File: src/rtl/pipe_pkg.sv
// Shared constants for the pipeline-stage register: state encoding derived
// from the (main valid, skid valid) pair, default widths and counter width.
package pipe_pkg;

  localparam int DEF_DATA_W = 96;
  localparam int DEF_CTRL_W = 12;
  localparam int STATS_W    = 32;

  // Encoding is literally {m_valid, s_valid}; 2'b01 can never be legal.
  typedef enum logic [1:0] {
    ST_EMPTY = 2'b00,
    ST_BUSY  = 2'b10,
    ST_FULL  = 2'b11
  } pipe_state_e;

endpackage

File: src/rtl/pipe_stage_skid_if.sv
// Valid/ready stage link carrying a payload and a control bundle.
interface pipe_stage_skid_if
  import pipe_pkg::*;
#(
  parameter int DATA_W = DEF_DATA_W,
  parameter int CTRL_W = DEF_CTRL_W
) ();

  logic              valid;
  logic              ready;
  logic [DATA_W-1:0] data;
  logic [CTRL_W-1:0] ctrl;

  modport master (output valid, output data, output ctrl, input ready);
  modport slave  (input valid, input data, input ctrl, output ready);

endinterface

File: src/rtl/pipe_sat_cnt.sv
// Saturating up-counter with enable; sticks at all-ones.
module pipe_sat_cnt #(
  parameter int W = 32
) (
  input  logic         clk,
  input  logic         rst_n,
  input  logic         en,
  output logic [W-1:0] cnt
);

  logic [W-1:0] cnt_q;
  logic [W-1:0] cnt_d;

  // Next count: increment only while enabled and not yet saturated.
  always_comb begin
    cnt_d = cnt_q;
    if (en && (cnt_q != {W{1'b1}})) begin
      cnt_d = cnt_q + W'(1'b1);
    end else begin
      cnt_d = cnt_q;
    end
  end

  // Count register.
  always_ff @(posedge clk or negedge rst_n) begin
    if (!rst_n) begin
      cnt_q <= {W{1'b0}};
    end else begin
      cnt_q <= cnt_d;
    end
  end

  assign cnt = cnt_q;

endmodule

File: src/rtl/pipe_stage_skid_chk.sv
// Invariant checker for the skid stage: the skid entry is never occupied
// while the main entry is empty.
module pipe_stage_skid_chk (
  input logic clk,
  input logic rst_n,
  input logic m_valid,
  input logic s_valid
);

  a_no_orphan_skid: assert property (@(posedge clk) disable iff (!rst_n)
    !(s_valid && !m_valid));

endmodule

File: src/rtl/pipe_stage_skid.sv
// Generic pipeline-stage register with 2-entry skid buffer and flush.
// Optional PIPE_STAGE_STATS_EN adds saturating stall/bubble counters.
module pipe_stage_skid
  import pipe_pkg::*;
#(
  parameter int                DATA_W     = DEF_DATA_W,
  parameter int                CTRL_W     = DEF_CTRL_W,
  parameter logic [DATA_W-1:0] RESET_DATA = {DATA_W{1'b0}}
) (
  input  logic                clk,
  input  logic                reset,
  input  logic                flush,
  pipe_stage_skid_if.slave    up,
  pipe_stage_skid_if.master   dn
`ifdef PIPE_STAGE_STATS_EN
  ,
  output logic [STATS_W-1:0]  stall_cnt,
  output logic [STATS_W-1:0]  bubble_cnt
`endif
);

  logic              m_valid_q, m_valid_d;
  logic [DATA_W-1:0] m_data_q,  m_data_d;
  logic [CTRL_W-1:0] m_ctrl_q,  m_ctrl_d;
  logic              s_valid_q, s_valid_d;
  logic [DATA_W-1:0] s_data_q,  s_data_d;
  logic [CTRL_W-1:0] s_ctrl_q,  s_ctrl_d;

  logic        in_fire_s;
  logic        out_fire_s;
  pipe_state_e state_s;

  assign state_s    = pipe_state_e'({m_valid_q, s_valid_q});
  assign in_fire_s  = up.valid & ~s_valid_q;
  assign out_fire_s = m_valid_q & dn.ready;

  // Next-state for both entries; ctrl is cleared whenever an entry empties.
  always_comb begin
    m_valid_d = m_valid_q;
    m_data_d  = m_data_q;
    m_ctrl_d  = m_ctrl_q;
    s_valid_d = s_valid_q;
    s_data_d  = s_data_q;
    s_ctrl_d  = s_ctrl_q;
    if (flush) begin
      m_valid_d = 1'b0;
      m_data_d  = RESET_DATA;
      m_ctrl_d  = {CTRL_W{1'b0}};
      s_valid_d = 1'b0;
      s_data_d  = RESET_DATA;
      s_ctrl_d  = {CTRL_W{1'b0}};
    end else begin
      case (state_s)
        ST_EMPTY: begin
          if (in_fire_s) begin
            m_valid_d = 1'b1;
            m_data_d  = up.data;
            m_ctrl_d  = up.ctrl;
          end else begin
            m_valid_d = 1'b0;
          end
        end
        ST_BUSY: begin
          if (in_fire_s && out_fire_s) begin
            m_data_d = up.data;
            m_ctrl_d = up.ctrl;
          end else if (in_fire_s) begin
            s_valid_d = 1'b1;
            s_data_d  = up.data;
            s_ctrl_d  = up.ctrl;
          end else if (out_fire_s) begin
            m_valid_d = 1'b0;
            m_ctrl_d  = {CTRL_W{1'b0}};
          end else begin
            m_valid_d = 1'b1;
          end
        end
        ST_FULL: begin
          if (out_fire_s) begin
            m_data_d  = s_data_q;
            m_ctrl_d  = s_ctrl_q;
            s_valid_d = 1'b0;
            s_ctrl_d  = {CTRL_W{1'b0}};
          end else begin
            s_valid_d = 1'b1;
          end
        end
        default: begin
          // Orphaned skid entry: drop everything rather than emit it out of order.
          m_valid_d = 1'b0;
          m_ctrl_d  = {CTRL_W{1'b0}};
          s_valid_d = 1'b0;
          s_ctrl_d  = {CTRL_W{1'b0}};
        end
      endcase
    end
  end

  // Main and skid entry registers.
  always_ff @(posedge clk or negedge reset) begin
    if (!reset) begin
      m_valid_q <= 1'b0;
      m_data_q  <= RESET_DATA;
      m_ctrl_q  <= {CTRL_W{1'b0}};
      s_valid_q <= 1'b0;
      s_data_q  <= RESET_DATA;
      s_ctrl_q  <= {CTRL_W{1'b0}};
    end else begin
      m_valid_q <= m_valid_d;
      m_data_q  <= m_data_d;
      m_ctrl_q  <= m_ctrl_d;
      s_valid_q <= s_valid_d;
      s_data_q  <= s_data_d;
      s_ctrl_q  <= s_ctrl_d;
    end
  end

  assign up.ready = ~s_valid_q;
  assign dn.valid = m_valid_q;
  assign dn.data  = m_data_q;
  assign dn.ctrl  = m_ctrl_q;

  pipe_stage_skid_chk u_chk (
    .clk     (clk),
    .rst_n   (reset),
    .m_valid (m_valid_q),
    .s_valid (s_valid_q)
  );

`ifdef PIPE_STAGE_STATS_EN
  logic stall_en_s;
  logic bubble_en_s;

  assign stall_en_s  = m_valid_q & ~dn.ready;
  assign bubble_en_s = dn.ready & ~m_valid_q;

  pipe_sat_cnt #(.W(STATS_W)) u_stall_cnt (
    .clk   (clk),
    .rst_n (reset),
    .en    (stall_en_s),
    .cnt   (stall_cnt)
  );

  pipe_sat_cnt #(.W(STATS_W)) u_bubble_cnt (
    .clk   (clk),
    .rst_n (reset),
    .en    (bubble_en_s),
    .cnt   (bubble_cnt)
  );
`endif

endmodule

File: src/flat_wrapper.sv
// flat-port wrapper written by rule: the top's interface ports become plain ports
module pipe_stage_skid_flat import pipe_pkg::*;
#(
  parameter int                DATA_W     = DEF_DATA_W,
  parameter int                CTRL_W     = DEF_CTRL_W,
  parameter logic [DATA_W-1:0] RESET_DATA = {DATA_W{1'b0}}
)
  (clk, reset, flush, up_valid, up_data, up_ctrl, up_ready, dn_valid, dn_data, dn_ctrl, dn_ready);
  pipe_stage_skid_if #(.DATA_W(DATA_W), .CTRL_W(CTRL_W)) up_i ();
  pipe_stage_skid_if #(.DATA_W(DATA_W), .CTRL_W(CTRL_W)) dn_i ();
  input  logic clk;
  input  logic reset;
  input  logic flush;
  input wire logic [$bits(up_i.valid)-1:0] up_valid;
  input wire logic [$bits(up_i.data)-1:0] up_data;
  input wire logic [$bits(up_i.ctrl)-1:0] up_ctrl;
  output wire logic [$bits(up_i.ready)-1:0] up_ready;
  output wire logic [$bits(dn_i.valid)-1:0] dn_valid;
  output wire logic [$bits(dn_i.data)-1:0] dn_data;
  output wire logic [$bits(dn_i.ctrl)-1:0] dn_ctrl;
  input wire logic [$bits(dn_i.ready)-1:0] dn_ready;
  assign up_i.valid = up_valid;
  assign up_i.data = up_data;
  assign up_i.ctrl = up_ctrl;
  assign up_ready = up_i.ready;
  assign dn_valid = dn_i.valid;
  assign dn_data = dn_i.data;
  assign dn_ctrl = dn_i.ctrl;
  assign dn_i.ready = dn_ready;
  pipe_stage_skid #(.DATA_W(DATA_W), .CTRL_W(CTRL_W), .RESET_DATA(RESET_DATA)) u_core (.clk(clk), .reset(reset), .flush(flush), .up(up_i), .dn(dn_i));
endmodule
File: config.mk
export PLATFORM = sky130hd
export DESIGN_NAME = pipe_stage_skid_flat
export DESIGN_NICKNAME = d
export VERILOG_FILES = /design/src/rtl/pipe_pkg.sv /design/src/rtl/pipe_stage_skid_if.sv /design/src/rtl/pipe_sat_cnt.sv /design/src/rtl/pipe_stage_skid_chk.sv /design/src/rtl/pipe_stage_skid.sv /design/src/flat_wrapper.sv
export SDC_FILE = /design/constraint.sdc
export NUM_CORES = 1
export LEC_CHECK = 0
export BUFFER_PORTS_ARGS = -buffer_cell sky130_fd_sc_hd__buf_2
export CAP_MARGIN = 20
export CORE_MARGIN = 4
export CORE_UTILIZATION = 40
export CTS_CLUSTER_DIAMETER = 60
export DETAILED_ROUTE_END_ITERATION = 6
export SLEW_MARGIN = 0
export SYNTH_ARGS = -nofsm -noshare
export SYNTH_HDL_FRONTEND = slang
export SYNTH_SLANG_ARGS = --single-unit
File: constraint.sdc
create_clock -name clk -period 2.4 [get_ports clk]
set_input_delay 0.24 -clock clk [delete_from_list [all_inputs] [get_ports clk]]
set_output_delay 0.24 -clock clk [all_outputs]
set_load 0.03 [all_outputs]
Yosys cells after proc, flatten, opt, wreduce, memory -nomap -nowiden --
Index checks and enable logic that the tools add are counted.
Word-level totals: flip-flop bits (word level) 218, bits of input ports 113, output and inout bits 110, logic and storage cells 61
Cells by class: equal/unequal tests 13, multiplexer cells 28, bitwise operators 3, reductions and logical operators 11
Operators by type and width (count):
- $mux W96 | 7
- $pmux W96 S3 | 1
- $mux W12 | 8
- $pmux W12 S3 | 2
- $ne A3 B2 Y1 const B | 4
- $reduce_and A4 Y1 | 3
- $reduce_and A3 Y1 | 3
- $mux W1 | 8
- $ne A2 B2 Y1 const B | 3
- $ne A3 B3 Y1 const B | 2
- $pmux W1 S3 | 2
- $eq A2 B2 Y1 const B | 2
- $ne A4 B2 Y1 const B | 1
- $ne A4 B4 Y1 const B | 1
- $reduce_bool A2 Y1 | 2
- $reduce_bool A4 Y1 | 1
- $and A1 B1 Y1 | 2
- $logic_not A2 Y1 | 1
- $logic_and A1 B1 Y1 | 1
- $not A1 Y1 | 1

Longest topological paths before layout --
Gate-level depths: netlist of the first run.
word-level depth 6, mapped depth 9, gate-level depth less buffers 6

Least setup slack after synthesis of the first run --
No wires, ideal clock.
path kind register to register, start register u_core.m_valid_q, in the netlist u_core.dn.valid, end register u_core.m_data_q[0], in the netlist u_core.dn.data[0], setup time 0.122 ns, data arrival time 2.182 ns, data required time 2.278 ns, setup slack 0.096 ns, stages on the path, launching flop included 10, path buffers 3, period minus slack after synthesis 2.304 ns, cells stage by stage dfrtp_1 -> inv_1 -> ha_1 -> or2_0 -> a221o_1 -> nor2b_1 -> clkbuf_1 -> buf_4 -> buf_4 -> o2bb2ai_2
Between the ends: cells in the longest elaborated chain, start to end 4, elaborated cells on any way between the ends 12, those cells by class eq/ne (5); mux (2); bitwise (1); reduce/logical (4)
RTL lines:
- from (decl) | RTL line pipe_stage_skid.sv:22 | logic m_valid_q, m_valid_d;
- from (signal assigned) | RTL line pipe_stage_skid.sv:109 | m_valid_q <= m_valid_d;
- $and A1 B1 Y1 | RTL line pipe_stage_skid.sv:35 | assign out_fire_s = m_valid_q & dn.ready;
- $logic_and A1 B1 Y1 | RTL line pipe_stage_skid.sv:64 | if (in_fire_s && out_fire_s) begin
- $ne A3 B2 Y1 (no source line)
- $reduce_and A4 Y1 (no source line)
- to (signal assigned) | RTL line pipe_stage_skid.sv:110 | m_data_q <= m_data_d;
- to (decl) | RTL line pipe_stage_skid.sv:23 | logic [DATA_W-1:0] m_data_q, m_data_d;
Parallel ways exist; a longest one is shown, timed or not. A chain may end at the register's enable or synchronous reset.

Final worst setup path of the first run --
start register u_core.m_valid_q, in the netlist u_core.dn.valid, end register u_core.m_data_q[67], in the netlist u_core.dn.data[67]
The elaborated chain is that of the path after synthesis.

==> results of run 1 <==
-- state kept, by name, summed over array words and instances, names as in the netlist --
register	cells
u_core.dn.data	96
u_core.s_ctrl_q	12
u_core.s_data_q	96
u_core.dn.valid	1
u_core.s_valid_q	1
u_core.dn.ctrl	12
-- final cells by class --
class / instances / area, µm² / area share (%)
antenna: 2 / 5.00 / 0.0378
clock buffer: 33 / 676 / 5.10
clock inverter: 7 / 62.6 / 0.473
inverter: 15 / 56.3 / 0.425
multi-input combinational: 573 / 4030 / 30.4
sequential: 218 / 5460 / 41.2
tap: 324 / 405 / 3.06
timing repair buffer: 357 / 2540 / 19.2
-- timing repair --
item / 4_1_cts / 5_1_grt
setup endpoints to repair: 0 / 74
endpoints found under the hold margin: 158 / 0
resized for setup: 0 / 1
hold buffers: 108 / 0
-- power by group through the flow --
stage	Combinational [mW]	Sequential (mW)	Clock (mW)
detailed placement	3.48	4.71	0
global route	3.87	4.74	3.75
finish	3.58	4.66	3.50
global placement	3.44	4.72	0
floorplan	1.41	5.54	0
CTS	3.62	4.66	3.60
-- through the flow --
stage,total power [mW],worst slack [ps],area [µm²]
floorplan,6.96,96.2,9830
global placement,8.16,82.2,11400
detailed placement,8.18,24.1,11400
CTS,11.9,4.23,13200
global route,12.4,34.0,13200
finish,11.7,154,13200
-- worst max-delay path by stage --
stage / startpoint / endpoint / slack (ps) / depth (start not counted)
final: u_core.dn.valid / u_core.dn.data[67] / 150 / 7
after global routing: u_core.dn.valid / u_core.dn.data[67] / 30 / 7
after CTS: u_core.dn.valid / u_core.dn.data[67] / 4 / 6
after detailed placement: u_core.dn.valid / u_core.dn.data[30] / 20 / 6
after global placement: u_core.dn.valid / u_core.dn.data[31] / 80 / 6
after floorplan: u_core.dn.valid / u_core.dn.data[0] / 100 / 9
-- logic make-up after synthesis --
family                     synth area share [%]
muxes                                      12.5
adders and majority gates                 0.509
buffers and inverters                      4.06
DFF                                        55.5
and+or+nand+nor                            8.83
AOI/OAI and AO/OA                          18.6
-- metal layers --
layer,vias up,global-route usage (%),wire [µm]
li1,3709,-,-
met5,-,0,0
met4,0,5.82,688
met3,51,3.24,1350
met2,202,32.0,12400
met1,3828,26.0,11800
-- worst register-to-register path: cells and delay by family, from the launching register on --
kind                       cells  cell delay (ps)
AOI/OAI and AO/OA              2              590
adders and majority gates      1              260
buffers and inverters          2              380
DFF                            1              460
and+or+nand+nor                2              480
-- Yosys cell counts (4+ instances only) --
cell type	instances	area share (%)
mux2i_1	109	11
a21oi_1	99	5.0
inv_1	15	0.57
nor2_1	4	0.15
mux2_2	12	1.4
a22oi_1	12	0.92
nand2_1	206	7.9
buf_6	5	0.57
o2bb2ai_1	68	6.1
buf_2	10	0.51
o2bb2ai_2	40	6.1
buf_4	6	0.46
clkbuf_1	39	1.5
nor2b_1	5	0.32
dfrtp_1	218	55
ha_1	4	0.51
buf_1	12	0.46
-- placed cells by master, fill, tap and decap left out, drive strengths merged --
cell type / instances
o32ai: 1
mux2i: 109
nand2: 206
buf: 249
diode: 2
nand3b: 1
inv: 15
a221oi: 1
a21oi: 99
ha: 4
clkinvlp: 1
bufinv: 1
or2: 3
dlygate4sd3: 108
a22oi: 12
o22a: 1
mux2: 12
nor3: 1
nand3: 1
dfrtp: 218
clkinv: 5
o2bb2ai: 108
nand2b: 1
a2bb2oi: 1
clkbuf: 33
and2: 1
nor2b: 6
nor2: 4
a221o: 1
==> results.cfg, run 1 <==
[timing]
finalHoldViolations = 0
setup_tns_ps = 0
rsz0062_at_grt = no
fmax_ghz = 0.445
period_minus_slack_ps = 2250
finalClockSkew_ps = 7.80
worst_slew_pin_slew_ps = 738
drv_slew = 0
setup_violations = 0
slew_headroom_pct = 50.8
post-route-period-util_pct = 93.6
whs_ps = 18.1

[critical_path]
critPathArrivalTime_ps = 2670
critPathMaxStageDelay_ps = 460
slowest_stage = dfrtp_2
cp_cell_sequence = ha_1, or2_0, a221o_1, buf_4, or2_4, buf_12, o2bb2ai_1
crit-reg2reg-launch = u_core.dn.valid
path_buf_inv = 2
crit_type = flip-flop to flip-flop
end_kind = flip-flop
required_ps = 2820
crit_path_max_fanout = 60
r2r_slack_ps = 150
crit_family = compound AO/OA/AOI/OAI gates
timing.rr.end = u_core.dn.data[67]
start_kind = flip-flop
r2r_cells = 7

[yosys]
ys_warn_count = 0
ys_types = 30
avgSynthCellArea_um2 = 11.2
synth-main-ff-cell = dfrtp_1
synth.ff_latch_count = 218
synthCells = 877
ys_async_sr_fraction_pct = 100
synth-edff-count = 0
syn_area_mm2 = 0.00983
yosysSeqAreaShare_pct = 55.5
syn-num-nets = 994

[cts]
h-tree-depth = 1
cts_setup_buffers = 0
cts_tree = done
cts_sinks = 218
numCtsBuffers = 24
cts_buffer_depth = 3
clock_latency_ps = 510
clockRootBuffer = clkbuf_16
clkSlewWorstSetupHoldPaths_ps = 60

[min_path]
whs_path_depth = 3
hold_path.class = primary input to flip-flop
hp-start = up_data[53]
holdPathEnd = u_core.s_data_q[53]

[pwr]
clkPwrFrac_pct = 29.8
internal-power_mw = 7.57
power_density_mw_per_mm2 = 887
sequentialPowerShare_pct = 39.7
p_leak_nw = 5.92
p_switching_mw = 4.18
irDropWorstVdd_v = 0.000642
combPwrFrac_pct = 30.5
switching_share_pct = 35.6

[finish]
stdcell_count = 1529
postLayoutCoreUtil_pct = 54.6
area_delta_synth_final_pct = 34.6
fillers = 2115
fin_nets = 1306
drive_gt1_share_pct = 28.6

[drt]
drc = 0
viasPerCell = 5.09
dr.first_iter.drc_count = 375
ant_nets = 0
dr.pass1.iters = 5
num_vias = 7790
routedWlPerCell_um = 17.1
wirelength_mm = 26.2

[global_routing]
grt_max_degree = 94
overflow = 0
first_global_vias = 8121
grt_first_pass_wirelength_mm = 42.5
grtUsageTotal_pct = 19.3
antenna_found_initial = 2

[floorplanning]
die_w_um = 165
fp.dieArea_mm2 = 0.0272
initial_utilization_pct = 40.5
core_mm2 = 0.0242
die_h_um = 165
std_cell_rows = 57
ios = 223

[outcome]
status = finished clean

[job]
drv_cap = 0

[placed_design]
placed_cells_incl_taps = 1378
io_buffer_count = 222
place.gp.congestion = 0.769
dp_hpwl_mm = 15.6
Note: power is estimated with default switching activity, not from simulation.
==> inputs of run 2 (changes only) <==
- SYNTH_HIERARCHICAL: default -> 1
- clock period: 2.4 -> 2.6 ns (I/O delays scaled with it)
==> run 2 against run 1 <==
  * Sequential share of layout area down 1.4 points
  * Clock skew about the same
  * Critical path depth down 4
  * Largest cell class unchanged
==> results.cfg, run 2 <==
[yosys]
synthCells = 873
ys_types = 28
synth_most_common_cell = dfrtp_1
yosysTopAreaCell = dfrtp_1
ys_warn_count = 6
synth-main-ff-cell = dfrtp_1
avgSynthCellArea_um2 = 11.9
yosysSeqAreaShare_pct = 52.6
synth.ff_latch_count = 218
syn_area_mm2 = 0.0104
ys_async_sr_fraction_pct = 100
synth_common_cells = dfrtp_1, a22o_1, a21oi_1
synth-edff-count = 0
synth.top_cells.by_area = dfrtp_1, a21bo_2, a22o_1
syn-num-nets = 986
synth_top_area_share_pct = 52.6

[drt]
routedWlPerCell_um = 18.2
ant_nets = 0
dr.pass1.iters = 5
dr.first_iter.drc_count = 649
wirelength_mm = 27.5
drc = 0
num_vias = 8174
viasPerCell = 5.41

[timing]
post-route-period-util_pct = 82.5
drv_slew = 0
finalClockSkew_ps = 7.91
period_minus_slack_ps = 2140
setup_tns_ps = 0
finalHoldViolations = 0
slew_headroom_pct = 37.0
rsz0062_at_grt = no
worst_slew_pin_slew_ps = 946
setup_violations = 0
fmax_ghz = 0.466

[cts]
clockRootBuffer = clkbuf_16
clkSlewWorstSetupHoldPaths_ps = 60
cts_setup_buffers = 0
h-tree-depth = 1
numCtsBuffers = 26
cts_buffer_depth = 3
cts_hold_buf = 108
cts_sinks = 218
cts_resized = 0
cts_tree = done
clock_latency_ps = 510

[job]
drv_cap = 0

[finish]
postLayoutCoreUtil_pct = 54.2
final_cell_area_mm2 = 0.0137
drive_gt1_share_pct = 39.6
mostFrequentLayoutCell = buf_2
final_cell_mix = buf_2, dfrtp_1, dlygate4sd3_1, a22o_1, a21oi_1
area_delta_synth_final_pct = 32.5
fin_nets = 1273

[outcome]
status = finished clean

[pwr]
p_switching_mw = 2.37
switching_share_pct = 26.6
sequentialPowerShare_pct = 41.5
combPwrFrac_pct = 15.9
power_density_mw_per_mm2 = 649
clkPwrFrac_pct = 42.6
internal-power_mw = 6.54
irDropWorstVdd_v = 0.000435
p_leak_nw = 6.59

[floorplanning]
fp.dieArea_mm2 = 0.0286
die_w_um = 169
std_cell_rows = 58
initial_utilization_pct = 40.9
die_h_um = 169
ios = 223
core_mm2 = 0.0253

[placed_design]
place_area_mm2 = 0.0117
dp_hpwl_mm = 16.0
io_buffer_count = 222
place.gp.congestion = 0.735

[critical_path]
crit_path_max_fanout = 25
end_kind = output port
start_kind = flip-flop
crit_type = flip-flop to output port
critPathArrivalTime_ps = 1880
required_ps = 2340

[global_routing]
overflow = 0
first_global_vias = 8370
antenna_found_initial = 1
grtUsageTotal_pct = 18.9
grt_first_pass_wirelength_mm = 45.0
grt_max_degree = 92

[min_path]
hold_path.class = primary input to flip-flop
-- run 2: cell families after synthesis --
| family | synth area share [%] |
|---|---|
| compound gates | 24.7 |
| buf+inv | 5.01 |
| flops | 52.6 |
| mux | 11.6 |
| simple gates | 6.06 |
-- run 2: power by group through the flow --
stage               logic (mW)  clock network, mW  registers [mW]
finish                    1.42               3.80            3.70
floorplan                0.546                  0            4.02
CTS                       1.43               3.92            3.70
detailed placement        1.30                  0            3.75
global placement          1.29                  0            3.75
global route              1.52               4.08            3.72
-- run 2: path summary, 6_finish.rpt --
check | startpoint | endpoint | slack, ps | cells past startpoint
setup / recovery | u_core/s_valid_q | up_ready | 460 | 3
hold / removal | up_data[14] | u_core/s_data_q[14] | 20 | 2
setup reg to reg | u_core/dn.valid | u_core/s_data_q[88] | 570 | 4
hold reg to reg | u_core/dn.data[65] | u_core/dn.data[65] | 490 | 1
max in group asynchronous | reset | u_core/s_data_q[54] | 1550 | 3
min in group asynchronous | reset | u_core/dn.data[36] | 330 | 2
-- run 2: area by class of cell --
class	count	area, µm²
fillers	2181	11600
flip-flops and latches	218	5460
multi-input cells	549	4410
repair buffers	351	2470
clock buffers	34	762
well taps	330	413
clock inverters	14	155
inverters	14	52.6
diodes	1	2.50
-- run 2: layer usage --
| layer | up-vias | track usage, % | part of all wire [%] |
|---|---|---|---|
| li1 | 3805 | - | - |
| met1 | 4102 | 25.4 | 44 |
| met2 | 228 | 32.2 | 49 |
| met3 | 39 | 2.64 | 4.8 |
| met4 | 0 | 5.01 | 2.2 |
| met5 | - | 0 | 0 |
-- run 2: worst max-delay path: stages, from the launching register on --
cell,delay (ps)
dfrtp_4,500
buf_4,230
inv_1,360
buf_2,280
-- run 2: metrics by stage --
step                hold WS (ps)  setup WS [ps]  std cells  total power [mW]
floorplan                  -35.6            824        873              4.56
global placement             300            597       1354              5.04
global route                1.96            337       1511              9.32
CTS                         2.77            443       1510              9.05
detailed placement           282            541       1354              5.06
finish                      16.8            455       1511              8.91
